<file path="src/rtl/alu_iter.sv">
// alu_iter: multi-cycle ALU (add/sub/cmp, shift-add mul, restoring div) with valid/ready handshake.
// Define ALU_ITER_MOD_EN to enable the remainder op (op_code 101); otherwise 101 is reserved.
module alu_iter #(
    parameter int DATA_BITS = 8,
    parameter int CNT_BITS  = $clog2(DATA_BITS + 1)
) (
    input  logic                 clk,
    input  logic                 reset,
    input  logic                 op_valid,
    output logic                 op_ready,
    input  logic [2:0]           op_code,
    input  logic [DATA_BITS-1:0] rs,
    input  logic [DATA_BITS-1:0] rt,
    output logic [DATA_BITS-1:0] result,
    output logic                 result_valid,
    output logic                 div_zero
);
    typedef enum logic [1:0] {IDLE, MUL_RUN, DIV_RUN, DONE} state_t;
    localparam logic [CNT_BITS-1:0] LAST = CNT_BITS'(DATA_BITS - 1);

    state_t               state_q, state_d;
    logic [CNT_BITS-1:0]  cnt_q, cnt_d;
    logic [2:0]           op_q, op_d;
    logic [DATA_BITS-1:0] a_q, a_d, b_q, b_d, acc_q, acc_d;
    logic [DATA_BITS-1:0] result_q, result_d;
    logic                 result_valid_q, result_valid_d, div_zero_q, div_zero_d;
    logic [DATA_BITS:0]   rem_sh, cmp_diff;
    logic [DATA_BITS-1:0] rem_sub, done_res;
    logic                 div_ge;
    logic [2:0]           pzn;

    function automatic logic is_div(input logic [2:0] op);
`ifdef ALU_ITER_MOD_EN
        return op == 3'b011 || op == 3'b101;
`else
        return op == 3'b011;
`endif
    endfunction

    // a_q shifts the dividend out MSB-first while quotient bits shift in; acc_q is the partial remainder
    assign rem_sh   = {acc_q, a_q[DATA_BITS-1]};
    assign div_ge   = rem_sh >= {1'b0, b_q};
    assign rem_sub  = DATA_BITS'(rem_sh - {1'b0, b_q});
    assign cmp_diff = {a_q[DATA_BITS-1], a_q} - {b_q[DATA_BITS-1], b_q};
    assign pzn      = cmp_diff == '0 ? 3'b010 : cmp_diff[DATA_BITS] ? 3'b001 : 3'b100;

    always_comb begin
        done_res = '0;
        case (op_q)
            3'b000:  done_res = a_q + b_q;
            3'b001:  done_res = a_q - b_q;
            3'b010:  done_res = acc_q;
            3'b011:  done_res = a_q;
            3'b100:  done_res = DATA_BITS'(pzn);
`ifdef ALU_ITER_MOD_EN
            3'b101:  done_res = acc_q;
`endif
            default: done_res = '0;
        endcase
    end

    always_comb begin
        state_d        = state_q;
        cnt_d          = cnt_q;
        op_d           = op_q;
        a_d            = a_q;
        b_d            = b_q;
        acc_d          = acc_q;
        result_d       = result_q;
        result_valid_d = 1'b0;
        div_zero_d     = div_zero_q;
        case (state_q)
            IDLE: if (op_valid) begin
                op_d    = op_code;
                a_d     = rs;
                b_d     = rt;
                acc_d   = '0;
                cnt_d   = '0;
                state_d = op_code == 3'b010 ? MUL_RUN : is_div(op_code) ? DIV_RUN : DONE;
            end
            MUL_RUN: begin
                acc_d   = acc_q + (b_q[0] ? a_q : '0);
                a_d     = a_q << 1;
                b_d     = b_q >> 1;
                cnt_d   = cnt_q + CNT_BITS'(1);
                state_d = cnt_q == LAST ? DONE : MUL_RUN;
            end
            DIV_RUN: begin
                acc_d   = div_ge ? rem_sub : rem_sh[DATA_BITS-1:0];
                a_d     = {a_q[DATA_BITS-2:0], div_ge};
                cnt_d   = cnt_q + CNT_BITS'(1);
                state_d = cnt_q == LAST ? DONE : DIV_RUN;
            end
            default: begin
                result_d       = done_res;
                result_valid_d = 1'b1;
                div_zero_d     = is_div(op_q) && b_q == '0;
                state_d        = IDLE;
            end
        endcase
    end

    always_ff @(posedge clk or posedge reset) begin
        if (reset) begin
            state_q        <= IDLE;
            cnt_q          <= '0;
            op_q           <= '0;
            a_q            <= '0;
            b_q            <= '0;
            acc_q          <= '0;
            result_q       <= '0;
            result_valid_q <= 1'b0;
            div_zero_q     <= 1'b0;
        end else begin
            state_q        <= state_d;
            cnt_q          <= cnt_d;
            op_q           <= op_d;
            a_q            <= a_d;
            b_q            <= b_d;
            acc_q          <= acc_d;
            result_q       <= result_d;
            result_valid_q <= result_valid_d;
            div_zero_q     <= div_zero_d;
        end
    end

    assign op_ready     = state_q == IDLE;
    assign result       = result_q;
    assign result_valid = result_valid_q;
    assign div_zero     = div_zero_q;
endmodule

</file>
<file path="config.mk">
export PLATFORM = sky130hd
export DESIGN_NAME = alu_iter
export DESIGN_NICKNAME = d
export VERILOG_FILES = /design/src/rtl/alu_iter.sv
export SDC_FILE = /design/constraint.sdc
export NUM_CORES = 1
export LEC_CHECK = 0
export CORE_ASPECT_RATIO = 1.75
export CORE_MARGIN = 8
export CORE_UTILIZATION = 59
export DETAILED_ROUTE_END_ITERATION = 12
export GPL_TIMING_DRIVEN = 0
export PLACE_DENSITY = 0.81
export SETUP_SLACK_MARGIN = 0.5
export SLEW_MARGIN = 20
export SYNTH_ARGS = -nofsm -noshare
export SYNTH_HDL_FRONTEND = slang
export SYNTH_SLANG_ARGS = --single-unit
</file>
<file path="constraint.sdc">
create_clock -name clk -period 3.2 [get_ports clk]
set_input_delay 0.32 -clock clk [delete_from_list [all_inputs] [get_ports clk]]
set_output_delay 0.32 -clock clk [all_outputs]
set_load 0.02 [all_outputs]
</file>
==> metrics.md, run 1 <==
| Metric | Value |
|---|---|
| Outcome | completed |
| Max H-tree Level | 2 |
| CTS tree | yes |
| Commonest non-fill, non-tap cell in the layout | dfrtp_1 |
| CP arrival | 2.78 ns |
| First DRT Iteration DRCs | 199 |
| Power per standard cell area | 1210 nW/um^2 |
| Ports | 33 |
| Synth-to-Final Area Change | 16.8% |
| Final Cycle Share | 0.808 |
| Primary FF master, synth | dfrtp_1 |
| Clock sinks | 43 |
| Fin. Hold Viols | 0 |
| Place WS | 0.491 ns |
| GR Util All Layers | 0.228 |
| Achievable Freq | 0.387 GHz |
| Via density | 6.34 |
| Share of layout cells above drive strength 1 | 0.108 |
| Clock Skew | 0.00476 ns |
| Antenna diodes | 0 |
| Startpoint type of the worst setup path | flop |
| Worst-path clk slew | 0.09 ns |
| Number of synthesized flops with an enable pin | 0 |
| Critical path class | flop to flop |
| Worst-path maximum fanout | 7 |
| Detail Route Antenna Nets | 0 |
| Slew headroom | 0.605 |
| TritonRoute pass-1 iters | 4 |
| Starting Density | 0.607 |
| Setup ws final | 0.613 ns |
| Total core area | 6130 sq um |
| Syn Nets | 484 |
| # nets final | 526 |
| Clock buffer depth | 2 |
| R2R Path Start | op_q[2]$_DFFE_PP0P_ |
| Fillcell total | 488 |
| Die span in x | 76.1 um |
| Routed WL per cell | 19.1 um |
| Clock latency at the later pin of the worst-skew pair | 0.32 ns |
| P_leak | 0.00191 uW |
| Setup Viol. Count Final | 0 |
| Max_cap viols | 0 |
| Syn_area_per_cell | 8.85 sq um |
| HPWL Detailed | 8190 um |
| Yosys reg bits | 43 |
| Largest net degree at the start of global routing | 31 |
| Cts bufs inserted | 5 |
| Post-route setup TNS | 0 ns |
| Unique masters post-synth | 58 |
| Cells after Synth | 421 |
| Sequential area share after synthesis | 0.289 |
| Smallest hold slack | 0.276 ns |
| Port Buffers | 32 |
| Root Buffer | clkbuf_8 |
| GR Overflow Total | 0 |
| VDD IR max | 951 uV |
| First-pass GRT wire length | 16800 um |
| Vias in the first global route | 3474 |
| Final Max Slew Viols | 0 |
| Tmin final | 2.59 ns |
| Crit path launch | op_q[2]$_DFFE_PP0P_ |
| Post-Syn Area | 3720 sq um |
| RSZ-0062 raised after global routing | false |
| Vias | 3449 |
| Crit. End Element | flop |
| Row Count | 38 |
| Most frequent cells in the layout | dfrtp_1 (39), nor2_1 (37), ha_1 (35) |
| R2R Path End | result[6]$_DFFE_PP0P_ |
| Initial antenna violation count | 0 |
| Tightest Pin Transition | 0.578 ns |
| Worst EP required | 3.40 ns |
| R2r setup slk | 0.61 ns |
| FF-to-FF path depth | 11 |
| GPL Wtd Cong | 0.973 |
| YS warnings | 0 |
| Die height | 121 um |
| Hold WC Path Type | input pin to async pin |
| Die ar. | 9210 sq um |
| Fraction of registers with async set/reset | 1.00 |
| Drt drc | 0 |
| Drt total wl | 10400 um |
cell type report:
cell class / instances / area (sq um) / area share
plain buffers: 14 / 85.1 / 0.0196
multi-input cells: 339 / 2520 / 0.579
flip-flops and latches: 43 / 1080 / 0.249
inverters: 25 / 93.8 / 0.0216
clock buffers: 5 / 68.8 / 0.0158
repair buffers: 35 / 355 / 0.0817
well taps: 80 / 100 / 0.0230
clock inverters: 3 / 47.5 / 0.0109
worst max-delay path, cell delays in order, from the launching register on:
cell and delay (ns):
dfrtp_2 0.47, nand2b_4 0.17, nor2_4 0.24, nor2_1 0.08, xnor2_1 0.14, ha_1 0.35, a21o_1 0.21, a21oi_1 0.24
nor2b_1 0.11, and3_1 0.18, o21ai_0 0.19, a21oi_1 0.09
metrics by stage:
step	total power, uW	cells	area [sq um]	utilization
final	5280	544	4350	0.709
after global routing	5690	544	4350	0.709
after CTS	5160	542	4290	0.700
after detailed placement	4670	534	4170	0.679
after global placement	4570	533	4150	0.676
after floorplan	3770	421	3720	-
cell usage after synthesis, types with 8 or more instances:
master,count,area share
dfrtp_1,43,0.29
o21a_1,8,0.016
a31oi_1,9,0.015
xnor2_1,19,0.045
ha_1,37,0.12
nor3b_1,8,0.016
mux2i_1,9,0.024
inv_1,24,0.024
a21oi_1,27,0.036
o21ai_0,20,0.027
o22ai_1,16,0.027
xor2_1,8,0.019
nand2_1,30,0.030
nor2_1,37,0.037
routing by layer:
layer	track usage	routed length (um)	up-vias	part of all wire
met5	0	0	-	0
met4	0.188	699	0	0.067
met3	0.0460	435	47	0.042
met2	0.408	5410	116	0.52
met1	0.221	3860	1648	0.37
li1	-	-	1638	-
cells by family after synthesis:
family,after synthesis,share of synthesized area
AOI/OAI and AO/OA,131,0.247
xor gates and xnor gates,27,0.0635
adders and majority gates,41,0.146
buffers and inverters,39,0.0480
DFF,43,0.289
muxes,13,0.0363
and+or+nand+nor,127,0.170
state kept, by name, summed over array words and instances (netlist names):
register	cells
b_q	8
state_q	2
result	8
op_q	3
cnt_q	4
div_zero	1
result_valid	1
a_q	8
acc_q	8
worst max path at each step:
| stage | slack, ns | depth (start not counted) | to |
|---|---|---|---|
| 2_1_floorplan | 0.89 | 10 | result[6]$_DFFE_PP0P_ |
| 3_3_place_gp | 0.55 | 11 | result[6]$_DFFE_PP0P_ |
| 3_5_place_dp | 0.49 | 10 | result[5]$_DFFE_PP0P_ |
| 4_1_cts | 0.52 | 11 | result[5]$_DFFE_PP0P_ |
| 5_1_grt | 0.45 | 11 | result[5]$_DFFE_PP0P_ |
| 6_report | 0.61 | 11 | result[6]$_DFFE_PP0P_ |
power by group:
part           internal, uW  switching [uW]
Clock                   237             223
Combinational          1640            2070
Sequential              772             338
what timing repair did:
item | in CTS | in global routing
endpoints found under the hold margin | 0 | 0
endpoints found under the setup margin | 1 | 4
gates resized for setup | 3 | 11
gates cloned | 0 | 0
pin swaps | 0 | 4
buffers inserted | 0 | 2
hold buffers | 0 | 0
No activity file was read; power rests on OpenSTA's default activity.
==> run 2: changes to the inputs <==
==> constraint.sdc (replaced) <==
create_clock -name clk -period 2.38 [get_ports clk]
set_input_delay 0.238 -clock clk [delete_from_list [all_inputs] [get_ports clk]]
set_output_delay 0.238 -clock clk [all_outputs]
set_load 0.02 [all_outputs]
==> metrics.md, run 2 (synthesis results as in run 1) <==
| Metric | Value |
|---|---|
| Outcome | complete, but fails checks |
| Failing checks | negative setup slack |
| RSZ-0062 raised after global routing | true |
| Port Buffers | 32 (unchanged) |
| Crit path cell chain | nand2b_4 -> nor2_4 -> buf_12 -> mux2i_4 -> buf_4 -> fa_2 -> a21o_1 -> a21oi_2 -> nor2b_1 -> and3_1 -> o21ai_1 -> a21oi_1 |
| Design area | 5310 sq um (+22%) |
| Die height | 121 um (unchanged) |
| R2R Path Start | op_q[0]$_DFFE_PP0P_ |
| Worst-path maximum fanout | 7 (unchanged) |
| # nets final | 576 (+9.5%) |
| Clock buffer depth | 2 (unchanged) |
| Tightest Pin Transition | 0.839 ns (+0.261 ns) |
| TritonRoute pass-1 iters | 5 (+1) |
| Die span in x | 76.1 um (unchanged) |
| Clock Skew | 0.00899 ns (+0.00423 ns) |
| Via density | 6.75 (+6.4%) |
| Fin. Hold Viols | 0 (unchanged) |
| Commonest non-fill, non-tap cell in the layout | buf_4 |
| Tmin final | 2.50 ns (-0.0882 ns) |
| Max H-tree Level | 2 (unchanged) |
| CP top delay family | compound AO/OA/AOI/OAI gates |
| Share of layout cells above drive strength 1 | 0.366 (+0.258) |
| Vias in the first global route | 4097 (+18%) |
| Bufs and invs on worst path | 2 (+2) |
| FF-to-FF path depth | 12 (+1) |
| Fin util | 0.865 (+0.156) |
| Initial antenna violation count | 0 (unchanged) |
| WP depth | 12 (+1) |
| First-pass GRT wire length | 19700 um (+17%) |
| Antenna diodes | 0 (unchanged) |
| Crit. End Element | flop |
| Place WS | -0.123 ns (-0.614 ns) |
| Detail Route Antenna Nets | 0 (unchanged) |
| GPL Wtd Cong | 0.935 (-3.9%) |
| Synth-to-Final Area Change | 42.4% |
| Worst EP required | 2.57 ns (-0.83 ns) |
| Worst-path clk slew | 0.10 ns (about the same) |
| Vias | 4007 (+16%) |
| CTS tree | yes |
| R2R Path End | result[6]$_DFFE_PP0P_ |
| Ports | 33 (unchanged) |
| Slew headroom | 0.426 (-0.179) |
| Register area | 1100 sq um (+1.4%) |
| Routed WL per cell | 24.2 um (+26%) |
| Top routing layer in use | met4 |
| Final Max Slew Viols | 0 (unchanged) |
| HPWL Detailed | 8540 um (+4.2%) |
| Critical path class | flop to flop |
| Worst setup path endpoint | result[6]$_DFFE_PP0P_ |
| CP arrival | 2.69 ns (-0.09 ns) |
| Met2 wire len | 7320 um (+35%) |
| Row Count | 38 (unchanged) |
| Fillcell total | 298 (-39%) |
| First DRT Iteration DRCs | 466 (+130%) |
| Setup ws final | -0.118 ns (-0.732 ns) |
| Total core area | 6130 sq um (unchanged) |
| Setup Viol. Count Final | 6 (+6) |
| Achievable Freq | 0.400 GHz (+3.5%) |
| Wire length on met3 | 1120 um (+160%) |
| Area of the multi-input gates | 3010 sq um (+20%) |
| Hold WC Path Type | input pin to async pin |
| Max_cap viols | 0 (unchanged) |
| Starting Density | 0.607 (unchanged) |
| Met1 wire length | 4580 um (+18%) |
| Slowest cell on the critical path | dfrtp_2 |
| Final Cycle Share | 1.05 (+0.241) |
| Startpoint type of the worst setup path | flop |
| Area post-placement | 4360 sq um (+4.6%) |
| GR Util All Layers | 0.268 (+0.0401) |
| Die ar. | 9210 sq um (unchanged) |
| GR Overflow Total | 0 (unchanged) |
| Cts bufs inserted | 5 (unchanged) |
| Crit path launch | op_q[0]$_DFFE_PP0P_ |
| Largest net degree at the start of global routing | 31 (unchanged) |
| Clock latency at the later pin of the worst-skew pair | 0.32 ns (about the same) |
| Post-route setup TNS | -0.217 ns (-0.217 ns) |
| Drt drc | 0 (unchanged) |
| R2r setup slk | -0.12 ns (-0.73 ns) |
| Clock sinks | 43 (unchanged) |
| Root Buffer | clkbuf_8 |
| Critical Path Max Stage Delay | 0.46 ns (about the same) |
| Most frequent cells in the layout | buf_4 (43), nor2_1 (31), clkdlybuf4s50_1 (31) |
| Drt total wl | 14400 um (+38%) |
-- run 2: repair_timing --
action / CTS / global route
setup endpoints to repair: 37 / 34
gates cloned: 0 / 0
hold buffers: 0 / 0
gates resized for setup: 56 / 50
buffers inserted: 37 / 15
pin swaps: 37 / 34
hold endpoints to repair: 0 / 0
-- run 2: stage by stage --
step	hold WS, ns	std cells
finish	0.201	594
global placement	0.473	533
global route	0.225	594
detailed placement	0.478	534
CTS	0.210	579
floorplan	0.366	421
-- run 2: layout make-up --
type | instances | share of cell area
plain buffers | 14 | 0.0182
clock buffers | 6 | 0.0156
clock inverters | 2 | 0.00307
inverters | 25 | 0.0200
multi-input cells | 339 | 0.568
flip-flops and latches | 43 | 0.207
well taps | 80 | 0.0189
repair buffers | 85 | 0.150
-- run 2: metal layers --
metal / GRT usage / vias to the layer above
met3: 0.0519 / 110
li1: - / 1736
met4: 0.270 / 0
met2: 0.485 / 268
met1: 0.238 / 1893
met5: 0 / -
-- run 2: worst min-delay path by stage --
stage	from	end	slack [ns]	depth (start not counted)
finish	reset	result[2]$_DFFE_PP0P_	0.20	2
global placement	cnt_q[3]$_DFFE_PP0P_	cnt_q[3]$_DFFE_PP0P_	0.47	1
floorplan	rt[7]	b_q[7]$_DFFE_PP0P_	0.37	2
detailed placement	result[3]$_DFFE_PP0P_	result[3]$_DFFE_PP0P_	0.48	1
CTS	reset	result[7]$_DFFE_PP0P_	0.21	2
global route	reset	result[7]$_DFFE_PP0P_	0.22	2
Power of run 2 is left out: the tool's default activity adds up to more than one toggle a clock period on the data nets, which glitch-free logic cannot reach.
